`src/rtl/hex_display_scanner.sv`:
```
// hex_display_scanner: time-multiplexed 7-segment driver with a valid/ready load port.
// The displayed word changes only at frame boundaries, and every digit slot starts with a dark dead-time.
`default_nettype none

module hex_display_scanner #(
  parameter int NUM_DIGITS     = 4,
  parameter int ON_CYCLES      = 1000,
  parameter int BLANK_CYCLES   = 16,
  parameter bit SEG_ACTIVE_LOW = 1'b1,
  parameter bit DIG_ACTIVE_LOW = 1'b1
) (
  input  logic                      clk,
  input  logic                      rst_n,
  input  logic                      load_valid,
  output logic                      load_ready,
  input  logic [4*NUM_DIGITS-1:0]   load_value,
  input  logic [NUM_DIGITS-1:0]     load_dp,
  input  logic [NUM_DIGITS-1:0]     load_blank,
  output logic [0:6]                segments,
  output logic                      dp,
  output logic [NUM_DIGITS-1:0]     digit_en,
  output logic                      frame_done
);

  localparam int MAX_CYCLES = (ON_CYCLES > BLANK_CYCLES) ? ON_CYCLES : BLANK_CYCLES;
  localparam int CW         = (MAX_CYCLES > 1) ? $clog2(MAX_CYCLES) : 1;
  localparam int IW         = (NUM_DIGITS > 1) ? $clog2(NUM_DIGITS) : 1;

  localparam logic [CW-1:0] ON_LAST    = CW'(ON_CYCLES - 1);
  localparam logic [CW-1:0] BLANK_LAST = CW'(BLANK_CYCLES - 1);
  localparam logic [IW-1:0] IDX_LAST   = IW'(NUM_DIGITS - 1);

  localparam logic [0:6]            SEG_OFF = {7{SEG_ACTIVE_LOW}};
  localparam logic [NUM_DIGITS-1:0] DIG_OFF = {NUM_DIGITS{DIG_ACTIVE_LOW}};

  typedef enum logic [0:0] {
    S_BLANK = 1'b0,
    S_ON    = 1'b1
  } state_t;

  state_t                    state, state_nx;
  logic [CW-1:0]             cnt, cnt_nx;
  logic [IW-1:0]             idx, idx_nx;
  logic                      boundary;

  logic                      pending;
  logic [4*NUM_DIGITS-1:0]   pend_value;
  logic [NUM_DIGITS-1:0]     pend_dp;
  logic [NUM_DIGITS-1:0]     pend_blank;
  logic [4*NUM_DIGITS-1:0]   act_value;
  logic [NUM_DIGITS-1:0]     act_dp;
  logic [NUM_DIGITS-1:0]     act_blank;

  logic                      accept;
  logic                      copy;
  logic                      pending_nx;
  logic                      lit;
  logic [3:0]                nibble;
  logic [0:6]                seg_dec;
  logic [0:6]                seg_nx;
  logic                      dp_nx;
  logic [NUM_DIGITS-1:0]     dig_nx;

  hex_decoder u_dec (
    .value   (nibble),
    .display (seg_dec)
  );

  always_comb begin
    state_nx = state;
    cnt_nx   = cnt + 1'b1;
    idx_nx   = idx;
    boundary = 1'b0;
    case (state)
      S_BLANK: begin
        if (cnt == BLANK_LAST) begin
          state_nx = S_ON;
          cnt_nx   = '0;
        end
      end
      S_ON: begin
        if (cnt == ON_LAST) begin
          state_nx = S_BLANK;
          cnt_nx   = '0;
          boundary = (idx == IDX_LAST);
          idx_nx   = (idx == IDX_LAST) ? '0 : idx + 1'b1;
        end
      end
      default: begin
        state_nx = S_BLANK;
        cnt_nx   = '0;
      end
    endcase
  end

  // Copy and accept are mutually exclusive: load_ready is low whenever a word is pending.
  always_comb begin
    accept     = load_valid && load_ready;
    copy       = boundary && pending;
    pending_nx = pending;
    if (accept) begin
      pending_nx = 1'b1;
    end else if (copy) begin
      pending_nx = 1'b0;
    end
  end

  // Outputs are computed for the post-edge state so they switch together with the FSM.
  always_comb begin
    lit    = (state_nx == S_ON) && !act_blank[idx_nx];
    nibble = act_value[{idx_nx, 2'b00} +: 4];
    seg_nx = '0;
    dp_nx  = 1'b0;
    dig_nx = '0;
    if (lit) begin
      seg_nx         = seg_dec;
      dp_nx          = act_dp[idx_nx];
      dig_nx[idx_nx] = 1'b1;
    end
  end

  always_ff @(posedge clk or negedge rst_n) begin
    if (!rst_n) begin
      state      <= S_BLANK;
      cnt        <= '0;
      idx        <= '0;
      pending    <= 1'b0;
      load_ready <= 1'b1;
      pend_value <= '0;
      pend_dp    <= '0;
      pend_blank <= '0;
      act_value  <= '0;
      act_dp     <= '0;
      act_blank  <= '1;
      segments   <= SEG_OFF;
      dp         <= SEG_ACTIVE_LOW;
      digit_en   <= DIG_OFF;
      frame_done <= 1'b0;
    end else begin
      state      <= state_nx;
      cnt        <= cnt_nx;
      idx        <= idx_nx;
      pending    <= pending_nx;
      load_ready <= !pending_nx;
      if (accept) begin
        pend_value <= load_value;
        pend_dp    <= load_dp;
        pend_blank <= load_blank;
      end
      if (copy) begin
        act_value <= pend_value;
        act_dp    <= pend_dp;
        act_blank <= pend_blank;
      end
      segments   <= seg_nx ^ SEG_OFF;
      dp         <= dp_nx ^ SEG_ACTIVE_LOW;
      digit_en   <= dig_nx ^ DIG_OFF;
      frame_done <= boundary;
    end
  end

endmodule

// Active-high hex to 7-segment decoder; display[0:6] = segments a..g.
module hex_decoder (
  input  logic [3:0] value,
  output logic [0:6] display
);

  always_comb begin
    display = 7'b0000000;
    case (value)
      4'h0: display = 7'b1111110;
      4'h1: display = 7'b0110000;
      4'h2: display = 7'b1101101;
      4'h3: display = 7'b1111001;
      4'h4: display = 7'b0110011;
      4'h5: display = 7'b1011011;
      4'h6: display = 7'b1011111;
      4'h7: display = 7'b1110000;
      4'h8: display = 7'b1111111;
      4'h9: display = 7'b1111011;
      4'hA: display = 7'b1110111;
      4'hB: display = 7'b0011111;
      4'hC: display = 7'b1001110;
      4'hD: display = 7'b0111101;
      4'hE: display = 7'b1001111;
      4'hF: display = 7'b1000111;
      default: display = 7'b0000000;
    endcase
  end

endmodule

`default_nettype wire

```
`config.mk`:
```
export PLATFORM = sky130hd
export DESIGN_NAME = hex_display_scanner
export DESIGN_NICKNAME = d
export VERILOG_FILES = /design/src/rtl/hex_display_scanner.sv
export SDC_FILE = /design/constraint.sdc
export NUM_CORES = 1
export LEC_CHECK = 0
export ABC_AREA = 1
export BUFFER_PORTS_ARGS = -buffer_cell sky130_fd_sc_hd__buf_4
export CORE_ASPECT_RATIO = 0.7
export CORE_UTILIZATION = 52
export DETAILED_ROUTE_END_ITERATION = 6
export HOLD_SLACK_MARGIN = 0.08
export PLACE_DENSITY = 0.75
export SYNTH_ARGS = -nofsm -noshare
export SYNTH_HDL_FRONTEND = slang
export SYNTH_SLANG_ARGS = --single-unit
```
`constraint.sdc`:
```
create_clock -name clk -period 2.1 [get_ports clk]
set_input_delay 0 -clock clk [delete_from_list [all_inputs] [get_ports clk]]
set_output_delay 0 -clock clk [all_outputs]
set_load 0.005 [all_outputs]
```
Word level (Yosys, flattened, before mapping) --
Memory sizes are Yosys's and may differ from the RTL's. Cells that the tools add are included.
Word-level totals: bits of input ports 27, logic and storage cells 56, bits in registers 76, memories 1, output and inout port bits 14, memory bits (read-only) 112
Memories:
- (name not given) | depth 16, width 7, read ports 1, clocked after Yosys merged registers in 0, wr ports 0, RTL line 172 | case (value)
Operators by class: bitwise operators 4, add/sub/neg operators 2, multiplexer cells 22, reduce and logical (&&, ||, !) cells 6, order comparisons 2, eq/ne operators 3, shifts and indexed selects 1
Operator list (count):
- $mux W10 | 2
- $pmux W10 S2 | 1
- $shiftx A16 B5 Y4 | 1
- $add A10 B1 Y10 const B | 1
- $eq A10 B10 Y1 const B | 1
- $eq A10 B4 Y1 const B | 1
- $mux W1 | 10
- $mux W7 | 1
- $not A7 Y7 | 1
- $mux W2 | 3
- $bmux W1 S2 | 2
- $logic_and A1 B1 Y1 | 4
- $mux W4 | 1
- $not A4 Y4 | 1
- $lt A2 B3 Y1 const B | 1
- $add A2 B1 Y2 const B | 1
- $demux W1 S2 | 1
- $eq A2 B2 Y1 const B | 1
- $ge A2 B1 Y1 const B | 1
- $logic_not A1 Y1 | 2
- $not A1 Y1 | 2
- $pmux W1 S2 | 1

Logic depth before layout (Yosys ltp) --
Gate-level depths: netlist of run 1.
word-level depth 10, depth in mapped cells 17, depth with buffers taken out 16

Modules after synthesis --
Synthesis of run 1 repeated with hierarchy kept, for this count alone.
Unflattened totals: cell total of the unflattened synthesis 368, area total of the unflattened synthesis 3609.7 µm²
By module, submodules not included:
- hex_display_scanner | cells each 316, area each 3339.5 µm², instances 1, seq. area each 1923.1 µm²
- hex_decoder | cells each 52, area each 270.3 µm², instances 1, seq. area each 0.0 µm²

Least setup slack after synthesis of run 1 --
OpenSTA, ideal clock, no wires.
path type register -> register, from reg idx[0], to reg segments[1] in the netlist's numbering, data arrival time 2.137 ns, library setup time 0.061 ns, path slack -0.098 ns, path buffers 1, stages on the path, launching flop included 15, data required time 2.039 ns, period minus slack after synthesis 2.198 ns, path through dfrtp_1 ha_1 nor2_1 nand4_4 nand2_4 buf_6 nand2_2 nand2_2 nand2_2 nand2_1 inv_1 ha_1 o21ai_0 nand2_1 nand2_1
On the way: cells in the longest elaborated chain, start to end 10, elaborated cells on any way between the ends 13, those cells by class add/sub (1); eq/ne (1); shift (1); mux (6); bitwise (1); reduce/logical (2); memory (1)
Ends and longest elaborated chain:
- start, declared | RTL line 43 | logic [IW-1:0] idx, idx_nx;
- start signal, assigned | RTL line 142 | idx <= idx_nx;
- $add A2 B1 Y2 or $eq A2 B2 Y1 (tied branches) | RTL line 86 | idx_nx = (idx == IDX_LAST) ? '0 : idx + 1'b1;
- $mux W2 | RTL line 86
- $mux W2 | RTL line 82 | if (cnt == ON_LAST) begin
- $mux W2 * | RTL line 74 | case (state)
- named net idx_nx[0] | RTL line 43
- branches (longest 4 deep; another with $mem_v2 Z16 W7)
- $mux W7 * | RTL line 115 | if (lit) begin
- $not A7 Y7 (no source line) *
- end signal, assigned | RTL line 155 | segments <= seg_nx ^ SEG_OFF;
- end, declared | RTL line 19 | output logic [0:6] segments,
Mark *: on every way through the listed nets, which the timed path passes. The select of a mux whose other input is x is not followed. A chain may end at the register's enable or synchronous reset.

Final worst setup path of run 1 --
from reg cnt[4], to reg segments[0] in the netlist's numbering
On the way: cells in the longest elaborated chain, start to end 9, elaborated cells on any way between the ends 15, those cells by class eq/ne (2); shift (1); mux (8); bitwise (1); reduce/logical (2); memory (1)
Ends and longest elaborated chain:
- start, declared | RTL line 42 | logic [CW-1:0] cnt, cnt_nx;
- start signal, assigned | RTL line 141 | cnt <= cnt_nx;
- branches (longest 7 deep; another with $mem_v2 Z16 W7)
- $mux W7 * | RTL line 115
- $not A7 Y7 (no source line) *
Every way passes the cells marked *. The select of a mux whose other input is x is not followed.

==> results.md, run 1 <==
Routing:
- In this run, the number of DRC markers left after iteration 0 of detailed routing was 169.
- The detailed-route via count is 2,944.
- Dividing the detail-routed wire length by the instance count gives 13.7 µm.
- The count of nets left with antenna violations after detail routing is 0.
- The number of detailed-routing iterations run before antenna repair is 5.
- Summed over all layers, the routed wires come to 8070 µm.
- After detailed routing, the number of vias per cell comes to 5.00.
- The number of design rule violations left after detail routing is 0.

Synthesis:
- The Yosys step of the flow raised 0 warnings.
- Counting every net in the synthesized netlist gives 441.
- The number of different library cells used by synthesis comes to 36.
- The sequential element share of the synthesized area is 0.538.
- The number of storage elements in the synthesis netlist is 76.
- Averaged over all synthesized cells, the footprint is 8.81 µm².
- The cell count after synthesis is 406.
- The cell area after synthesis is 3580 µm².

Clock tree:
- The clock tree buffer depth is 2.
- The clock drives 76 sinks.
- Counting the buffers created by CTS gives 9.
- The deepest level of the CTS H-tree is 3.
- The insertion delay of the later-clocked pin in the worst-skew pair is 360 ps.
- TritonCTS built the clock tree.
- The clock-pin slew on the worst setup and hold paths is 80 ps.
- The clock tree root buffer cell is clkbuf_8.

Global routing:
- The number of antenna violations at the first check in global routing is 0.
- The via count of the first global-routing pass is 2,798.
- The first global-routing pass estimated 13,300 µm of wire.
- In the global route stage, overall resource usage came out at 0.242.
- After global routing the overflow that remains totals 0.
- The pin count of the biggest net entering global routing is 77.

Layout:
- The sequential cells in the finished layout cover a total of 1920 µm².
- At the end of the flow, the number of nets in the layout was 528.
- The post-layout utilization of the core is 0.726.
- The footprint of the multi-input gates is 1500 µm².
- The area added between synthesis and finish is 30.5%.
- The count of filler cells inserted in the layout is 488.
- The antenna cell count is 0.
- Of the cells placed in the final design, the portion with a size suffix greater than 1 is 0.291.
- For this run, the number of standard cells in the final layout without fillers is 589.

Setup path:
- The startpoint kind of the worst setup timing path is a register.
- For the worst setup path, the data required time is 2390 ps.
- The endpoint kind of the worst setup timing path is a register.
- The depth of the worst register-to-register path is 14.
- The path type of the worst setup path is register to register.
- Setup slack on the worst reg-to-reg path comes out at 50 ps.
- Of all nets on the critical path, the largest fanout is 6.
- For the worst setup path, the data arrival time is 2340 ps.

Floorplanning:
- The number of rows created at floorplan is 24.
- After floorplanning, the core was sized to cover 6430 µm².
- The initial utilization of the core area, before any placement, comes to 0.557.
- The floorplan step defined a die boundary enclosing 7220 µm².
- From left edge to right edge, the die measures 101 µm.
- For this design the top-level I/O count stands at 41.
- The die outline height is 71.4 µm.

Run:
- Across the run, the number of max-cap violations was 0.

Pwr:
- In this run the static leakage power is 2.27 nW.
- VDD sags by at most 0.000349 V.
- The sum of internal, switching and leakage power is 2.63 mW.
- Dividing total power by cell area gives a power density of 564 nW/µm².

STA:
- Setup violations remaining at the end of the flow were counted as 0.
- The highest clock frequency the design can meet is 0.488 GHz.
- The setup total negative slack is 0 ps.
- The largest clock skew in the final design is 8.33 ps.
- The post-layout worst setup margin is 50.3 ps.
- Setup repair after global routing could not meet its margin everywhere.
- The period utilization is 0.976.
- For the pin with the worst max-slew slack, the measured transition is 957 ps.
- The total count of max-transition violations in the final report is 0.
- Counting I/O delays and the setup requirement, the final critical path takes 2050 ps.
- The number of endpoints with negative hold slack in the final report is 0.
- The headroom to the max-slew limit is 0.362.

Placement:
- The count of placed standard cells including taps is 541.
- The detailed placement HPWL is 5200 µm.
- The count of buffers added on input and output ports is 40.
- Before CTS, the worst setup slack after placement is -21.5 ps.
- At the end of routability-driven placement, the weighted congestion stood at 0.888.

Min path:
- The path class of the tightest hold or removal check is input port to register.
- Along the worst hold path, the cell count comes to 5.

Run status:
- The run finished with clean final reports.
-- per-layer routing --
metal	share of wire	vias up	track usage
met2	0.45	106	0.362
met3	0.058	19	0.0615
li1	-	1468	-
met1	0.47	1351	0.347
met4	0.014	0	0.0773
met5	0	-	0
-- area by class of cell --
type / count / share of cell area
Timing Repair Buffer: 87 / 0.156
Clock buffer: 11 / 0.0324
Multi-Input combinational cell: 267 / 0.321
Sequential cell: 76 / 0.412
Clock inverter: 5 / 0.00911
Tap cell: 91 / 0.0244
Inverter: 52 / 0.0448
-- synthesized netlist by cell type, drive strengths merged --
library cell | number | area, µm²
a21oi | 30 | 154
ha | 8 | 100
nand3b | 2 | 15.0
nor3b | 1 | 7.51
nor4 | 2 | 12.5
dfrtp | 59 | 1480
o31ai | 1 | 7.51
mux2i | 1 | 13.8
o21ai | 35 | 186
nand4 | 5 | 46.3
buf | 4 | 25.0
inv | 51 | 194
nand2 | 105 | 439
clkbuf | 7 | 26.3
a21boi | 1 | 7.51
nor3 | 5 | 36.3
nor2 | 45 | 191
or2 | 1 | 6.26
dfstp | 17 | 447
clkinv | 1 | 5.00
nand3 | 24 | 173
o21a | 1 | 7.51
-- what timing repair did --
action / CTS / global route
endpoints found under the hold margin: 83 / 0
pin swaps: 1 / 13
gates resized for setup: 4 / 26
setup buffers: 0 / 7
hold buffers: 25 / 0
endpoints found under the setup margin: 2 / 7
-- state kept, by name, summed over array words and instances, names as in the netlist --
signal / flops
act_blank: 4
act_dp: 4
act_value: 16
cnt: 10
digit_en: 4
dp: 1
frame_done: 1
idx: 2
load_ready: 1
pend_blank: 4
pend_dp: 4
pend_value: 16
pending: 1
segments: 7
state: 1
-- power breakdown --
group / total, mW / switching, mW / internal [mW] / leakage, nW
Clock: 1.07 / 0.561 / 0.506 / 0.0965
Sequential: 1.46 / 0 / 1.46 / 0.855
Combinational: 0.103 / 0.0426 / 0.0604 / 1.32
-- metrics by stage --
step / instance area [µm²] / hold WS (ps)
5_1_grt: 4670 / 300
6_report: 4670 / 241
2_1_floorplan: 3590 / -296
3_3_place_gp: 4070 / 195
3_5_place_dp: 4070 / 195
4_1_cts: 4510 / 218
-- worst paths after layout --
kind | from | endpoint
setup / recovery | cnt[4] | segments[0]
hold / removal | load_valid | pend_blank[0]
setup reg to reg | cnt[4] | segments[0]
hold reg to reg | act_blank[3] | act_blank[3]
max in group asynchronous | rst_n | frame_done
min in group asynchronous | rst_n | cnt[7]
-- cells by family (layout without fill, tap and decap cells) --
kind of cell             after synthesis  after routing  share of synthesized area
multiplexers                           1              1                    0.00385
buffers and inverters                 63            155                     0.0700
AO/OA/AOI/OAI                         68             68                      0.101
adder cells (fa/ha/maj)                8              8                     0.0280
flip-flops                            76             76                      0.538
AND/OR/NAND/NOR                      190            190                      0.259
-- layout by cell type (no fill, tap or decap), types with 4 or more instances in the layout --
| cell | netlist | layout |
|---|---|---|
| nand3_2 | 3 | 4 |
| nand3_1 | 18 | 17 |
| inv_1 | 49 | 45 |
| o21ai_1 | 6 | 6 |
| nand2_4 | 3 | 4 |
| nand2_1 | 93 | 87 |
| nand4_1 | 4 | 4 |
| a21oi_1 | 29 | 29 |
| nand2_2 | 9 | 13 |
| buf_4 | 0 | 59 |
| clkbuf_8 | 0 | 11 |
| dlygate4sd3_1 | 0 | 25 |
| nor2_1 | 42 | 39 |
| nor3_1 | 4 | 4 |
| nor2_4 | 3 | 4 |
| o21ai_0 | 28 | 27 |
| dfstp_2 | 17 | 17 |
| dfrtp_1 | 59 | 58 |
-- critical path: stages, from the launching register on --
cell and delay [ps]:
dfrtp_1 410, inv_2 110, nand2_2 70, nor2_4 180
nand3_4 130, buf_6 140, o21ai_4 200, nand2_2 100
nand2_4 100, inv_4 60, ha_1 210, nand3_2 90
nand3_1 80, nand2_1 60, nand2_1 50
Power figures use the tool's default switching activity.
==> run 2, diff against run 1 <==
--- a/config.mk
+++ b/config.mk
@@ -5,7 +5,6 @@
 export SDC_FILE = /design/constraint.sdc
 export NUM_CORES = 1
 export LEC_CHECK = 0
-export ABC_AREA = 1
 export BUFFER_PORTS_ARGS = -buffer_cell sky130_fd_sc_hd__buf_4
 export CORE_ASPECT_RATIO = 0.7
 export CORE_UTILIZATION = 52
==> run 2 against run 1 <==
Net effect: the flow now finishes with violations (negative setup slack); design area rose by 12%; sequential share of layout area fell by 4.5 points; flip-flop and latch count did not move; global-route usage rose by 2.2 points; maximum frequency fell by 15%; sequential power barely moved; clock power barely moved; power fell by 0.88%; hold slack got worse by 100 ps; synthesized area rose by 2.5%; first-iteration DRC count fell by 6.5%; critical endpoint unchanged; highest routed layer unchanged.
==> results.md, run 2 <==
Synthesis:
- The net count after synthesis is 326.
- Synthesis inferred 76 register bits.
- The number of library cell types mapped by synthesis is 51.
- The sequential element share of the synthesized area is 0.525.
- In this run, synthesis inferred 0 flip-flops with an integrated enable.
- The number of warnings reported in the yosys synthesis log is 0.
- The most used flip-flop cell after synthesis is dfrtp_1.
- Summing every instance area after synthesis gives 3670 µm².
- The library cell occupying the most area in the post-synthesis netlist is dfrtp_1.
- Counting every instance in the synthesized netlist gives 291.
- In the post-synthesis netlist, the cell with the most instances is dfrtp_1.
- By area the synthesized netlist is led by dfrtp_1 40%, mux2_2 15%, dfstp_2 12%.
- In the synthesized netlist the async set-or-reset flop fraction comes to 1.00.
- After synthesis, the most frequently instantiated cells are 59 x dfrtp_1, 48 x mux2_2, 21 x nor2_1.
- The synthesized area per cell is 12.6 µm².
- The share of Yosys cell area claimed by the top area cell type is 0.403.

Placement:
- The minimum setup slack after placement is -334 ps.
- The count of placed standard cells including taps is 454.
- The number of buffers inserted by port buffering is 40.
- At the end of routability-driven placement, the weighted congestion stood at 0.849.
- The detailed placement HPWL is 5490 µm.

Run status:
- The flow ran to the end, but the final reports show violations.
- The final reports fail on negative setup slack.

Global routing:
- The total track usage is 0.263.
- Entering global routing, the biggest net connects 41 pins.
- The via count of the first global-routing pass is 2,792.
- The number of antenna violations at the first check in global routing is 0.
- The total overflow left after global routing is 0.
- The wire length of the first global-routing pass is 14,300 µm.

Setup path:
- The largest single stage delay on the critical path is 440 ps.
- The dominant cell type by count on the critical path is buf_4.
- STA puts the critical path data arrival time at 2690 ps.
- For the worst setup path, the data required time is 2380 ps.
- Walking the worst path, the cells encountered are nand4b_1 > buf_4 > o31ai_4 > buf_4 > buf_4 > buf_4 > a32oi_1 > buf_4 > a22oi_4 > buf_4 > nor4b_2 > a211oi_1.
- Measured in cells, the most critical reg-to-reg path has a length of 12.
- The worst setup path is of the register to register kind.
- The endpoint kind of the worst setup timing path is a register.
- The maximum fanout count along the critical path is 5.
- In this design, the largest share of critical-path delay is due to buffers and inverters.
- The critical path buffer and inverter count is 6.
- The reg2reg setup slack is -310 ps.
- Counting buffers and inverters, the worst setup path is 12 cells deep.
- The worst setup path is launched from a register.
- On the critical path, the stage with the largest delay is an instance of dfrtp_2.

Layout:
- The count of nets after finishing is 450.
- The proportion of layout cells with a drive suffix above 1 is 0.548.
- The number of cells in the finished layout apart from fillers is 514.
- The library cells used most frequently in the layout, excluding fill and tap cells, are 94 x buf_4, 58 x dfrtp_1, 48 x mux2_2, 27 x dlygate4sd3_1, 19 x nor2_1.
- 0 antenna diodes ended up in the layout.
- The area added between synthesis and finish is 43.0%.
- The library cell used most frequently in the layout, excluding fill and tap cells, is buf_4.
- The largest registers in the layout are act_value x16, pend_value x16, cnt x10.

STA:
- Measured against its own limit, the worst slew margin works out to 0.543.
- Of the available clock period, the critical path in the final layout requires 1.15.
- The total count of max-transition violations in the final report is 0.
- Setup repair after global routing could not meet its margin everywhere.
- Derived from the worst setup path, the maximum achievable clock frequency is 0.415 GHz.
- The post-layout worst setup margin is -312 ps.
- Summed over all failing endpoints, the final setup total negative slack is -1840 ps.
- The worst-margin pin slew is 684 ps.
- Setup violations remaining at the end of the flow were counted as 9.
- The smallest clock period supported by the final layout is computed as 2410 ps.
- The number of endpoints with negative hold slack in the final report was 0.
- The largest clock skew in the final design is 7.73 ps.

Routing:
- The count of nets left with antenna violations after detail routing is 0.
- After detailed routing, the total wire length is 8920 µm.
- For this run, design rule violations remaining after detail routing come to 0.
- Across all layers, the routed design uses 2,778 vias.
- For this block, the initial DRC count from the detailed router was 158.
- The number of detailed-routing iterations run before antenna repair is 4.
- Dividing the detail-routed via count by the number of cells gives 5.40.
- After detailed routing, the average wire length per cell comes to 17.4 µm.

Clock tree:
- CTS built an H-tree with a depth of 3.
- TritonCTS built the clock tree.
- Clock tree synthesis inserted a total of 9 buffers.
- The clock-pin slew on the worst setup and hold paths is 90 ps.
- The clock sink count is 76.
- Clock latency on the worst-skew pair, taken at its later pin, is 360 ps.
- Counting along the longest clock path gives a buffer depth of 2.
- The cell sitting at the root of the clock tree is a clkbuf_8.

Min path:
- In this run the worst hold path is classified as input port to async pin.

Floorplanning:
- The core region is 6790 µm².
- The floorplan has 25 rows.
- The area of the die is 7400 µm².
- The number of top-level pins is 41.
- The initial utilization of the core area, before any placement, comes to 0.540.
- The width of the chip is 102 µm.
- The floorplan step set the die height to 72.3 µm.

Run:
- The tool flagged a number of max-cap violations equal to 0.

Pwr:
- The static leakage is 2.42 nW.
- The power per cell area is 498 nW/µm².
- The largest vdd supply drop is 0.000623 V.
==> run 2: worst paths after layout <==
kind | from | endpoint
max in group asynchronous | rst_n | load_ready
hold / removal | rst_n | cnt[7]
min in group clk | load_valid | pending
setup / recovery | cnt[3] | segments[0]
setup reg to reg | cnt[3] | segments[0]
hold reg to reg | pend_value[8] | act_value[8]
==> run 2: final cells by class <==
cell class | instances | area [µm²]
multi-input cells | 192 | 1940
flip-flops and latches | 76 | 1920
fillers | 402 | 1540
repair buffers | 126 | 1040
clock buffers | 9 | 124
well taps | 94 | 118
clock inverters | 7 | 58.8
inverters | 10 | 42.5
==> run 2: kinds of logic after synthesis <==
family,Yosys count,share of synthesized area
flops,76,0.525
xor+xnor,9,0.0215
buf+inv,23,0.0324
mux,58,0.179
fa+ha+maj,8,0.0273
compound gates,33,0.0846
simple gates,84,0.130
==> run 2: metrics by stage <==
stage | util | hold WS [ps] | instance area (µm²) | power (mW)
6_report | 0.773 | 141 | 5240 | 2.61
5_1_grt | 0.773 | 213 | 5240 | 2.70
4_1_cts | 0.749 | 156 | 5080 | 2.64
3_5_place_dp | 0.651 | 13.1 | 4420 | 1.56
3_3_place_gp | 0.651 | 3.98 | 4420 | 1.56
2_1_floorplan | - | -296 | 3770 | 1.49
==> run 2: power breakdown <==
part | internal (mW) | switching (mW) | leakage [nW] | total [mW]
Combinational | 0.0631 | 0.0425 | 1.34 | 0.106
Sequential | 1.46 | 0 | 0.980 | 1.46
Clock | 0.446 | 0.595 | 0.0921 | 1.04
Total | 1.97 | 0.637 | 2.42 | 2.61
==> run 2: what timing repair did <==
item,CTS,global route
hold buffers,27,0
hold endpoints to repair,67,0
pin swaps,8,14
resized for setup,27,18
setup buffers,9,8
setup endpoints to repair,28,40
==> run 2: per-layer routing <==
layer / GRT usage / part of all wire / vias to the layer above
li1: - / - / 1307
met1: 0.374 / 0.46 / 1374
met2: 0.394 / 0.47 / 83
met3: 0.0838 / 0.057 / 14
met4: 0.0683 / 0.017 / 0
met5: 0 / 0 / -
==> run 3, diff against run 2 <==
--- a/config.mk
+++ b/config.mk
@@ -14,3 +14,4 @@
 export SYNTH_ARGS = -nofsm -noshare
 export SYNTH_HDL_FRONTEND = slang
 export SYNTH_SLANG_ARGS = --single-unit
+export TNS_END_PERCENT = 1
==> run 3 against run 2 <==
Net effect: the run still ends with negative setup slack left; non-clock buffer count shrank 10; clock skew grew 0.78 ps; setup slack gained 21 ps; maximum frequency grew 0.87%; power shrank 0.58%; clock power is essentially flat; critical path type unchanged; highest routed layer unchanged.
==> results.md, run 3 (synthesis gave the netlist of run 2 again) <==
Run status:
- The run finished, with violations left.
- The final reports fail on negative setup slack.

Pwr:
- The share of total power dissipated in the clock network is 0.397.
- The sequential share of power is 0.564.
- The static leakage is 2.38 nW.
- The share of total power dissipated in combinational logic is 0.039.
- In this run the power spent charging and discharging nets is 0.624 mW.
- Of the total power, the share spent switching nets is 0.241.
- The largest vdd supply drop is 0.000404 V.
- The total internal power is 1.97 mW.
- Power spread over the standard cell area amounts to 511 nW/µm².

Layout:
- The largest registers in the layout are act_value x16, pend_value x16, cnt x10.
- The final layout contains 441 nets.
- The number of antenna diodes in the final layout is 0.
- The top cell types in the final layout, fill and taps aside, are 88 x buf_4, 58 x dfrtp_1, 48 x mux2_2, 26 x dlygate4sd3_1, 19 x nor2_1.
- The final standard cell area without fillers is 5080 µm².
- The count of filler cells inserted in the layout is 425.
- The proportion of layout cells with a drive suffix above 1 is 0.518.
- In the final layout, the multi-input gates occupy 1860 µm².
- The flip-flop and latch area is 1920 µm².
- The library cell used most frequently in the layout, excluding fill and tap cells, is buf_4.
- The area growth from synthesis to layout is 38.5%.

Floorplanning:
- The number of top-level pins is 41.
- The total area inside the core boundary comes to 6790 µm².
- The number of rows created at floorplan is 25.
- The area of the die is 7400 µm².
- For this configuration, the core starts out at a cell density of 0.540.
- The die outline height is 72.3 µm.
- In this run the horizontal extent of the chip is 102 µm.

Setup path:
- The required time reported for the critical path endpoint is 2390 ps.
- The family of cells with the greatest summed delay on the critical path is buffers and inverters.
- The last element of the critical path is dp.
- The critical path in this run is classified as register to register.
- The highest cell delay on the worst timing path is 430 ps.
- STA classifies the critical path endpoint as a register.
- The number of cells on the worst reg-to-reg path is 11.
- The dominant cell type by count on the critical path is buf_4.
- The endpoint of the worst register-to-register path is dp.
- The cell with the biggest individual delay on the critical path is dfrtp_1.
- The critical path buffer and inverter count is 5.
- STA puts the critical path data arrival time at 2680 ps.
- The critical path crosses 11 cells after its start point.
- Tracing the worst setup path back leads to its startpoint at cnt[3].
- The critical path goes through nand4b_1 > buf_4 > buf_4 > o31a_1 > buf_4 > nor2_2 > inv_2 > buf_4 > mux2i_2 > nand2_1 > nand3_1.
- The startpoint kind of the worst setup timing path is a register.
- Along the worst path, the maximum fanout reaches 5.
- The reg2reg setup slack is -290 ps.
- The startpoint identified for the worst register-to-register timing path is cnt[3].

STA:
- For the pin with the worst max-slew slack, the measured transition is 904 ps.
- The period utilization is 1.14.
- The final critical delay including setup and external delays is 2390 ps.
- Clock skew on the completed layout was measured at 8.51 ps.
- In this run the tightest slew margin relative to its limit is 0.397.
- The total count of max-transition violations in the final report is 0.
- The post-route worst hold slack is 226 ps.
- The number of endpoints with negative hold slack in the final report was 0.
- The post-layout worst setup margin is -291 ps.
- Derived from the worst setup path, the maximum achievable clock frequency is 0.418 GHz.
- The final number of setup-violating endpoints is 34.
- Setup repair after global routing could not meet its margin everywhere.

Placement:
- The weighted congestion at the end of routability-driven global placement is 0.842.
- The placed instances occupy a cell area of 4420 µm².
- The minimum setup slack after placement is -414 ps.
- The detailed placement HPWL is 5520 µm.
- The count of buffers added on input and output ports is 40.

Clock tree:
- The clock tree root buffer cell is clkbuf_8.
- The deepest level of the CTS H-tree is 3.
- The clock-pin slew on the worst setup and hold paths is 80 ps.
- The clock buffer count from CTS is 9.
- The insertion delay of the later-clocked pin in the worst-skew pair is 350 ps.
- CTS saw 76 sinks.
- The CTS tree is built.
- Counting along the longest clock path gives a buffer depth of 2.

Routing:
- The detail route stage leaves a number of antenna-violating nets equal to 0.
- The number of design rule violations left after detail routing is 0.
- The final route contains 2,765 vias.
- The mean routed wirelength per cell is 17.1 µm.
- The first detailed-routing pass took 4 iterations.
- The routed design has 8620 µm of wire.
- Using the TritonRoute via totals, the vias-per-cell ratio works out to 5.48.
- In this run, the number of DRC markers left after iteration 0 of detailed routing was 231.

Global routing:
- The pin count of the biggest net entering global routing is 77.
- The number of antenna violations at the first check in global routing is 0.
- For this run the aggregate overflow at the end of global routing stands at 0.
- The wire length of the first global-routing pass is 13,600 µm.
- In the global route stage, overall resource usage came out at 0.247.
- The via count of the first global-routing pass came to 2,746.

Min path:
- The worst min-delay path class is input port to register.

Run:
- The number of violations of the max-capacitance limit is 0.
-- run 3: worst min path at each step --
stage                          start         end  slack (ps)  cells after the start
after CTS                 load_valid     pending         200                      4
final                     load_valid  load_ready         230                      5
after global placement         rst_n      cnt[7]         190                      1
after floorplan                rst_n   act_dp[0]        -300                      0
after detailed placement       rst_n      cnt[7]         190                      1
after global routing      load_valid     pending         240                      4
-- run 3: cell type report --
| class | count | share of cell area |
|---|---|---|
| Clock inverter | 7 | 0.0116 |
| Sequential cell | 76 | 0.379 |
| Clock buffer | 9 | 0.0244 |
| Tap cell | 94 | 0.0232 |
| Inverter | 10 | 0.00739 |
| Timing Repair Buffer | 116 | 0.188 |
| Multi-Input combinational cell | 193 | 0.366 |
-- run 3: per-stage QoR --
step / instances / util / total power [mW] / setup TNS, ps
after floorplan: 291 / - / 1.49 / -1120
after global placement: 454 / 0.651 / 1.56 / -1750
after detailed placement: 454 / 0.651 / 1.56 / -2650
after CTS: 499 / 0.729 / 2.63 / -2630
after global routing: 505 / 0.748 / 2.69 / -7730
final: 505 / 0.748 / 2.60 / -3000
-- run 3: tightest hold or removal path: stages --
cell	delay [ps]
buf_4	80
nand2_1	80
buf_4	250
nand2_1	120
inv_1	40
-- run 3: power by group through the flow --
stage                     sequential, mW  clock, mW  combinational [mW]
final                               1.46       1.03               0.100
after global placement              1.49          0              0.0639
after floorplan                     1.49          0            0.000503
after detailed placement            1.49          0              0.0646
after global routing                1.46       1.11               0.112
after CTS                           1.46       1.06               0.101
-- run 3: per-layer routing --
metal	GRT usage	vias to the layer above	part of all wire	wire, µm
met3	0.0568	13	0.051	440
met4	0.0794	0	0.012	103
li1	-	1295	-	-
met1	0.345	1373	0.47	4040
met5	0	-	0	0
met2	0.383	84	0.47	4040
-- run 3: what timing repair did --
action                                 in CTS  in global routing
setup endpoints to repair                  32                 44
resized for setup                          15                 13
buffers inserted                            3                  5
pin swaps                                  11                  8
cloned                                      0                  1
endpoints found under the hold margin      83                  0
hold buffers                               26                  0
